### src/rtl/rcv_cu_pkg.sv
// Shared definitions for the UART receive control unit: FSM encoding and the
// byte/sample widths that the transmit control unit also relies on.
package rcv_cu_pkg;

   localparam int BYTE_W   = 8;
   localparam int SAMPLE_W = 16;

   // 2'b11 is unused and recovers to WAIT_LSB.
   typedef enum logic [1:0] {
      WAIT_LSB = 2'b00,
      WAIT_MSB = 2'b01,
      HOLD     = 2'b10
   } rcv_state_e;

endpackage : rcv_cu_pkg

### src/rtl/rcv_cu_if.sv
// Byte-in / sample-out bundle between the UART receiver, the receive control
// unit and the FIR input. "slave" is the control unit, "master" its environment.
interface rcv_cu_if #(
   parameter int OVR_CNT_W = 8
);
   import rcv_cu_pkg::*;

   logic                   RxD_data_ready;
   logic [BYTE_W-1:0]      RxD_data;
   logic                   FIR_ready;
   logic [SAMPLE_W-1:0]    FIR_in;
   logic                   FIR_in_valid;
   logic                   overrun;
   logic [OVR_CNT_W-1:0]   ovr_cnt;
   logic                   timeout;

   modport master (
      output RxD_data_ready, RxD_data, FIR_ready,
      input  FIR_in, FIR_in_valid, overrun, ovr_cnt, timeout
   );

   modport slave (
      input  RxD_data_ready, RxD_data, FIR_ready,
      output FIR_in, FIR_in_valid, overrun, ovr_cnt, timeout
   );

endinterface : rcv_cu_if

### src/rtl/rcv_cu_sat_counter.sv
// Parameterised-width saturating incrementer with synchronous active-low clear;
// holds at all-ones once reached.
module sat_counter #(
   parameter int W = 8
) (
   input  logic         clk,
   input  logic         clr_n,
   input  logic         inc,
   output logic [W-1:0] count
);

   logic [W-1:0] count_q;
   logic [W-1:0] count_d;

   always_comb begin
      count_d = count_q;
      if (inc && (count_q != {W{1'b1}})) begin
         count_d = count_q + W'(1);
      end
   end

   always_ff @(posedge clk) begin
      if (!clr_n) begin
         count_q <= '0;
      end else begin
         count_q <= count_d;
      end
   end

   assign count = count_q;

endmodule : sat_counter

### src/rtl/rcv_cu.sv
// Receive control unit: pairs UART bytes (LSB then MSB) into 16-bit FIR samples
// with valid/ready hand-off. Define RCV_TIMEOUT_EN to add the inter-byte timeout.
module rcv_cu
   import rcv_cu_pkg::*;
#(
   parameter int DATA_W      = SAMPLE_W,
   parameter int TIMEOUT_CYC = 100000,
   parameter int OVR_CNT_W   = 8
) (
   input  logic    clk,
   input  logic    rst,
   rcv_cu_if.slave bus
);

   rcv_state_e             state_q;
   rcv_state_e             state_d;
   logic [BYTE_W-1:0]      lsb_q;
   logic [BYTE_W-1:0]      lsb_d;
   logic [DATA_W-1:0]      fir_in_q;
   logic [DATA_W-1:0]      fir_in_d;
   logic                   fir_in_valid_q;
   logic                   fir_in_valid_d;
   logic                   overrun_q;
   logic                   overrun_d;
   logic                   timeout_q;
   logic                   timeout_d;
   logic                   ovr_inc;
   logic                   tmo_hit;
   logic [OVR_CNT_W-1:0]   ovr_cnt;

   always_comb begin
      state_d        = state_q;
      lsb_d          = lsb_q;
      fir_in_d       = fir_in_q;
      fir_in_valid_d = fir_in_valid_q;
      overrun_d      = 1'b0;
      timeout_d      = 1'b0;
      ovr_inc        = 1'b0;

      case (state_q)
         WAIT_LSB: begin
            if (bus.RxD_data_ready) begin
               lsb_d   = bus.RxD_data;
               state_d = WAIT_MSB;
            end
         end
         WAIT_MSB: begin
            // A strobe arriving on the expiry cycle is taken as the MSB.
            if (bus.RxD_data_ready) begin
               fir_in_d       = {bus.RxD_data, lsb_q};
               fir_in_valid_d = 1'b1;
               state_d        = HOLD;
            end else if (tmo_hit) begin
               timeout_d = 1'b1;
               state_d   = WAIT_LSB;
            end
         end
         HOLD: begin
            if (bus.FIR_ready) begin
               fir_in_valid_d = 1'b0;
               if (bus.RxD_data_ready) begin
                  lsb_d   = bus.RxD_data;
                  state_d = WAIT_MSB;
               end else begin
                  state_d = WAIT_LSB;
               end
            end else if (bus.RxD_data_ready) begin
               overrun_d = 1'b1;
               ovr_inc   = 1'b1;
            end
         end
         default: begin
            fir_in_valid_d = 1'b0;
            state_d        = WAIT_LSB;
         end
      endcase
   end

   always_ff @(posedge clk) begin
      if (!rst) begin
         state_q        <= WAIT_LSB;
         lsb_q          <= '0;
         fir_in_q       <= '0;
         fir_in_valid_q <= 1'b0;
         overrun_q      <= 1'b0;
         timeout_q      <= 1'b0;
      end else begin
         state_q        <= state_d;
         lsb_q          <= lsb_d;
         fir_in_q       <= fir_in_d;
         fir_in_valid_q <= fir_in_valid_d;
         overrun_q      <= overrun_d;
         timeout_q      <= timeout_d;
      end
   end

   sat_counter #(
      .W(OVR_CNT_W)
   ) u_ovr_cnt (
      .clk   (clk),
      .clr_n (rst),
      .inc   (ovr_inc),
      .count (ovr_cnt)
   );

`ifdef RCV_TIMEOUT_EN
   localparam int TMO_W = $clog2(TIMEOUT_CYC + 1);

   logic [TMO_W-1:0] tmo_cnt;
   logic             tmo_clr_n;
   logic             tmo_inc;

   // Restart the count on every entry into WAIT_MSB, from either direction.
   assign tmo_clr_n = rst && !((state_d == WAIT_MSB) && (state_q != WAIT_MSB));
   assign tmo_inc   = (state_q == WAIT_MSB);

   sat_counter #(
      .W(TMO_W)
   ) u_tmo_cnt (
      .clk   (clk),
      .clr_n (tmo_clr_n),
      .inc   (tmo_inc),
      .count (tmo_cnt)
   );

   assign tmo_hit = (tmo_cnt == TMO_W'(TIMEOUT_CYC - 1));
`else
   logic unused_timeout_cfg;
   assign unused_timeout_cfg = (TIMEOUT_CYC > 0);
   assign tmo_hit            = 1'b0;
`endif

   assign bus.FIR_in       = fir_in_q;
   assign bus.FIR_in_valid = fir_in_valid_q;
   assign bus.overrun      = overrun_q;
   assign bus.ovr_cnt      = ovr_cnt;
   assign bus.timeout      = timeout_q;

endmodule : rcv_cu

### src/flat_wrapper.sv
// flat-port wrapper written by rule: the top's interface ports become plain ports
module rcv_cu_flat import rcv_cu_pkg::*;
#(
   parameter int DATA_W      = SAMPLE_W,
   parameter int TIMEOUT_CYC = 100000,
   parameter int OVR_CNT_W   = 8
)
  (clk, rst, bus_RxD_data_ready, bus_RxD_data, bus_FIR_ready, bus_FIR_in, bus_FIR_in_valid, bus_overrun, bus_ovr_cnt, bus_timeout);
  rcv_cu_if #(.OVR_CNT_W(OVR_CNT_W)) bus_i ();
  input  logic clk;
  input  logic rst;
  input wire logic [$bits(bus_i.RxD_data_ready)-1:0] bus_RxD_data_ready;
  input wire logic [$bits(bus_i.RxD_data)-1:0] bus_RxD_data;
  input wire logic [$bits(bus_i.FIR_ready)-1:0] bus_FIR_ready;
  output wire logic [$bits(bus_i.FIR_in)-1:0] bus_FIR_in;
  output wire logic [$bits(bus_i.FIR_in_valid)-1:0] bus_FIR_in_valid;
  output wire logic [$bits(bus_i.overrun)-1:0] bus_overrun;
  output wire logic [$bits(bus_i.ovr_cnt)-1:0] bus_ovr_cnt;
  output wire logic [$bits(bus_i.timeout)-1:0] bus_timeout;
  assign bus_i.RxD_data_ready = bus_RxD_data_ready;
  assign bus_i.RxD_data = bus_RxD_data;
  assign bus_i.FIR_ready = bus_FIR_ready;
  assign bus_FIR_in = bus_i.FIR_in;
  assign bus_FIR_in_valid = bus_i.FIR_in_valid;
  assign bus_overrun = bus_i.overrun;
  assign bus_ovr_cnt = bus_i.ovr_cnt;
  assign bus_timeout = bus_i.timeout;
  rcv_cu #(.DATA_W(DATA_W), .TIMEOUT_CYC(TIMEOUT_CYC), .OVR_CNT_W(OVR_CNT_W)) u_core (.clk(clk), .rst(rst), .bus(bus_i));
endmodule
### config.mk
export PLATFORM = sky130hd
export DESIGN_NAME = rcv_cu_flat
export DESIGN_NICKNAME = d
export VERILOG_FILES = /design/src/rtl/rcv_cu_pkg.sv /design/src/rtl/rcv_cu_if.sv /design/src/rtl/rcv_cu_sat_counter.sv /design/src/rtl/rcv_cu.sv /design/src/flat_wrapper.sv
export SDC_FILE = /design/constraint.sdc
export NUM_CORES = 1
export LEC_CHECK = 0
export CAP_MARGIN = 20
export CORE_ASPECT_RATIO = 1.25
export CORE_MARGIN = 4
export CORE_UTILIZATION = 50
export DETAILED_ROUTE_END_ITERATION = 12
export PLACE_DENSITY_LB_ADDON = 0.08
export SLEW_MARGIN = 10
export SYNTH_ARGS = -nofsm -noshare
export SYNTH_HDL_FRONTEND = slang
export SYNTH_SLANG_ARGS = --single-unit
### constraint.sdc
create_clock -name clk -period 3.5 [get_ports clk]
set_clock_uncertainty 0.1 [all_clocks]
set_input_delay 0.35 -clock clk [delete_from_list [all_inputs] [get_ports clk]]
set_output_delay 0.35 -clock clk [all_outputs]
set_load 0.005 [all_outputs]
## Word level (Yosys, flattened, before mapping)

Index checks and enable logic that the tools add are counted.

- Word-level logic and storage cells: 35
- Output and inout bits: 27
- Bits of input ports: 12
- Register bits: 36

- Mux-type cells: 14
- Add/subtract/negate cells: 1
- Reductions and logical operators: 7
- Equality and inequality tests: 6
- Bitwise logic cells: 1

Operator list:

| kind | number |
|---|---|
| 8-bit 2-to-1 mux | 2 |
| 8-bit one-hot mux with 2 select lines | 1 |
| 8-bit by 1-bit adder with 8-bit output (second input constant) | 1 |
| 8-bit inequality test (second input constant) | 1 |
| 1-bit 2-to-1 mux | 6 |
| 2-bit 2-to-1 mux | 3 |
| 2-bit inequality test (second input constant) | 3 |
| 2-bit one-hot mux with 3 select lines | 1 |
| 3-bit AND reduction | 2 |
| 2-bit AND reduction | 2 |
| 1-bit one-hot mux with 3 select lines | 1 |
| 2-bit by 1-bit equality test with 1-bit output (second input constant) | 1 |
| 2-bit equality test (second input constant) | 1 |
| 2-bit zero test | 1 |
| 2-bit nonzero test | 1 |
| 1-bit logical AND | 1 |
| 1-bit NOT | 1 |

## Depth between registers and ports, before layout

- Depth after elaboration: 4
- Gate-level depth with buffers: 7
- Gate-level depth less buffers: 5

## Modules after synthesis

A second synthesis with hierarchy kept.

- Cell total of the unflattened synthesis: 154
- Area total of the unflattened synthesis: 1,418.9 µm²

Modules (own cells, without submodules):

| module | cells an instance | instances | sequential area each (µm²) | area each (µm²) |
|---|---|---|---|---|
| rcv_cu | 107 | 1 | 560.5 | 1,014.7 |
| sat_counter | 47 | 1 | 160.2 | 404.1 |

## Least setup slack after synthesis

Ideal clock, no wire load.

- Path kind: register to register
- Start: register u_core.state_q[0]
- End: register u_core.u_ovr_cnt.count_q[5] (netlist: u_core.u_ovr_cnt.count[5])
- Library setup time: 0.071 ns
- Arrival time: 1.376 ns
- Clock period less this slack: 1.546 ns
- Cell stages (with the launch flop): 6
- Buffers on the path: 1
- Required time: 3.329 ns
- Path slack: 1.954 ns
- Path through: dfxtp_1 -> buf_6 -> nand4bb_4 -> or2_1 -> or4_1 -> a21oi_1

- Cells in the longest elaborated chain, start to end: 3

Ends and longest elaborated chain:

| element | line | text |
|---|---|---|
| from (decl) | rcv_cu.sv:15 | `rcv_state_e state_q;` |
| from (signal assigned) | rcv_cu.sv:88 | `state_q <= state_d;` |
| 2-bit equality test | rcv_cu.sv:40 | `case (state_q)` |
| 1-bit 2-to-1 mux | rcv_cu.sv:40 |  |
| 1-bit logical AND | rcv_cu_sat_counter.sv:17 | `if (inc && (count_q != {W{1'b1}})) begin` |
| to (signal assigned) | rcv_cu_sat_counter.sv:26 | `count_q <= count_d;` |
| to (decl) | rcv_cu_sat_counter.sv:12 | `logic [W-1:0] count_q;` |

Every way passes these cells.
A chain may end at the register's enable or synchronous reset.

## Final worst setup path

- Start: input port bus_RxD_data_ready
- End: register u_core.fir_in_q[13] (netlist: u_core.bus.FIR_in[13])

- Cells in the longest elaborated chain, start to end: 1

Ends and longest elaborated chain:

| element | line | text |
|---|---|---|
| from (decl) | flat_wrapper.sv:12 | `input wire logic [$bits(bus_i.RxD_data_ready)-1:0] bus_RxD_data_ready;` |
| 2-bit AND reduction (no source line) | -- |  |
| to (signal assigned) | rcv_cu.sv:90 | `fir_in_q <= fir_in_d;` |
| to (decl) | rcv_cu.sv:19 | `logic [DATA_W-1:0] fir_in_q;` |

Every way passes these cells.

==> flow_metrics.py <==
metrics = {
    "floorplanning": {
        "floorplan.initialDensity": 0.5252,
        "rows": 21,
        "floorplan.die_area_sq_um": 3765,
        "floorplan.die.width_microns": 55.69,
        "design.portCount": 39,
        "chipHeight_microns": 67.61,
        "floorplan.core_area_sq_um": 2706,
    },
    "sta": {
        "relSlewSlack": 0.3468,
        "timing.setup.tns_ns": 0,
        "setup_violations": 0,
        "hold_viol": 0,
        "rsz0062_at_grt": "false",
        "max_freq_ghz": 0.4997,
        "final.period_utilization": 0.5717,
        "clock_period_minus_worst_slack_ns": 2.001,
        "report.final.slew_viol_count": 0,
        "timing_worst_slew_pin_value_ns": 0.9762,
    },
    "global_route": {
        "grt_remaining_overflow": 0,
        "global_route_wire_length_before_repair_mm": 4.926,
        "antenna_found_initial": 0,
        "maximum_number_of_pins_on_one_net_before_global_route_repair": 36,
        "grt_use_total": 0.1676,
        "first_global_vias": 1164,
    },
    "logic_synthesis": {
        "yosys.cell_types.count": 32,
        "synthesis.nets": 179,
        "synthesis_warning_total": 0,
        "syn-mean-instance-area_sq_um": 8.562,
        "ys_ff_latch": 36,
        "syn_inst": 166,
        "synth.yosys.seq_area_share": 0.5070,
        "syn_area_sq_um": 1421,
    },
    "placement": {
        "weighted_congestion_reported_at_the_end_of_routability_driven_placement": 0.7444,
        "hpwlAfterDp_mm": 2.168,
        "port-buffer-count": 37,
    },
    "cells_and_area": {
        "layout-drive-gt1-share": 0.05446,
        "final.fill_count": 231,
        "antenna-diode-count": 0,
        "area_grow_syn2layout_pct": 30.72,
        "final_util": 0.6865,
        "fin_nets": 215,
        "final_common_cell": "clkdlybuf4s50_1",
        "layout.cells.most_common_list": "clkdlybuf4s50_1, nand2_1, dfxtp_1",
    },
    "clocking": {
        "postCtsResizedCells": 0,
        "clk_transition_reported_paths_ns": 0.09,
        "clock_latency_ns": 0.33,
        "clock-sinks": 36,
        "cts_setup_buffers": 0,
        "cts_buffer_depth": 2,
        "numCtsBuffers": 5,
        "hold_buffers": 0,
        "cts-root-buf": "clkbuf_4",
        "cts-htree-levels": 2,
        "cts_tree": "built",
    },
    "setup_path": {
        "critical_path.top_delay_family": "simple AND/OR/NAND/NOR gates",
        "cp_common_cell": "nand2_1",
        "critical_path.slowest_cell": "nor2_1",
        "crit_path_start_kind": "input port",
        "timing.critical_path.required_ns": 3.64,
        "critPathArrivalTime_ns": 2.14,
        "path_buf_inv": 1,
        "crit_path_max_fanout": 16,
        "slowest_delay_ns": 0.75,
        "critPathCaptureType": "flop",
        "timing.setup.critical_path_class": "input port to flop",
        "crit_chain": "clkdlybuf4s50_1 -> nand2_1 -> nor2_1 -> nand2_1 -> a21oi_1",
    },
    "route": {
        "wirelength_mm": 2.923,
        "violation_count_after_the_first_detailed_routing_iteration": 24,
        "route.antenna.remaining_nets": 0,
        "routed_via_density": 5.055,
        "route.detailed.drc": 0,
        "drt-wirelength-per-cell_microns": 12.39,
        "dr.pass1.iters": 4,
        "route.vias.total": 1193,
    },
    "power": {
        "leakagePower_nw": 0.6765,
        "power.density_cell_area_nw_per_um2": 411.8,
        "highest_ir_drop_seen_on_vdd_v": 0.0003346,
    },
    "flow_run": {
        "drv.max_cap_violation_count": 0,
    },
    "outcome": {
        "outcome": "completed",
    },
    "min_path": {
        "hold_class": "flop to flop",
    },
}
## synthesized netlist by cell type
cell	instances	share of area
nand3_1	3	0.011
conb_1	1	0.0026
buf_2	3	0.011
nand2_1	36	0.095
a31oi_1	1	0.0044
dfxtp_1	36	0.51
o21ai_0	2	0.0070
nor2b_1	1	0.0044
nor3b_1	1	0.0053
nand4_1	1	0.0044
xnor2_1	1	0.0062
o211a_1	1	0.0070
nand4bb_4	1	0.019
clkinv_1	1	0.0026
or4_1	1	0.0053
nor3_1	5	0.018
o31ai_1	2	0.011
buf_6	1	0.0079
mux2i_1	9	0.063
nor2_1	20	0.053
a21oi_1	22	0.077
o211ai_1	1	0.0053
xor2_1	2	0.012
and4bb_2	1	0.0088
clkbuf_1	4	0.011
inv_1	2	0.0053
or2_1	1	0.0044
and3_1	2	0.0088
or2_2	1	0.0044
ha_1	1	0.0088
or3_1	1	0.0044
buf_4	1	0.0053
## flip-flops by register name, summed over array words and instances (netlist names)
register                 cells
u_core.lsb_q                 8
u_core.u_ovr_cnt.count       8
u_core.bus.FIR_in           16
u_core.bus.overrun           1
u_core.state_q               2
u_core.bus.FIR_in_valid      1
## stage by stage
step	worst slack (ns)	hold slack [ns]	total power [W]	instances	instance area [sq um]
3_3_place_gp	1.229	0.3388	0.0005378	229	1793
5_1_grt	1.372	0.3804	0.0008051	236	1858
3_5_place_dp	1.179	0.3466	0.0005412	229	1793
2_1_floorplan	1.954	0.3312	0.0005030	166	1421
4_1_cts	1.534	0.3603	0.0007767	236	1858
6_report	1.499	0.3582	0.0007652	236	1858
## per-layer routing
metal  global-route usage  wire [microns]
met1               0.1569            1157
met2               0.3136            1477
met3              0.06119             197
met4               0.1003              91
met5                    0               0
## power by group
part | internal (W) | total, W | switching [W] | leakage, nW
Sequential | 0.000427 | 0.000439 | 0.0000123 | 0.293
Combinational | 0.0000486 | 0.0000916 | 0.0000430 | 0.347
Clock | 0.000114 | 0.000234 | 0.000121 | 0.0374
## cell families after synthesis
family          count (synthesis)  share of synthesized area
mux                             9                    0.06338
buf+inv                        12                    0.04225
fa+ha+maj                       1                   0.008801
simple gates                   75                     0.2456
xor+xnor                        3                    0.01849
flops                          36                     0.5070
other cells                     1                   0.002638
compound gates                 29                     0.1118
## area by class of cell
| cell class | count | area [sq um] | area share |
|---|---|---|---|
| inverter | 3 | 11.26 | 0.006061 |
| multi-input combinational | 118 | 640.6 | 0.3448 |
| sequential | 36 | 720.7 | 0.3879 |
| clock buffer | 7 | 65.06 | 0.03502 |
| timing repair buffer | 38 | 377.9 | 0.2034 |
| tap | 34 | 42.54 | 0.02290 |
## final timing paths
check,start,endpoint,slack [ns],cells after the start
hold / removal,u_core.bus.FIR_in[6],u_core.bus.FIR_in[6],0.36,2
setup reg to reg,u_core.state_q[0],u_core.bus.FIR_in[13],1.67,4
setup / recovery,bus_RxD_data_ready,u_core.bus.FIR_in[13],1.50,5
hold reg to reg,u_core.bus.FIR_in[6],u_core.bus.FIR_in[6],0.36,2
## tightest hold or removal path, stage by stage (launching register included)
cell	delay (ns)
dfxtp_1	0.32
nand2_1	0.05
a21oi_1	0.05
No activity file was read; power rests on OpenSTA's default activity.
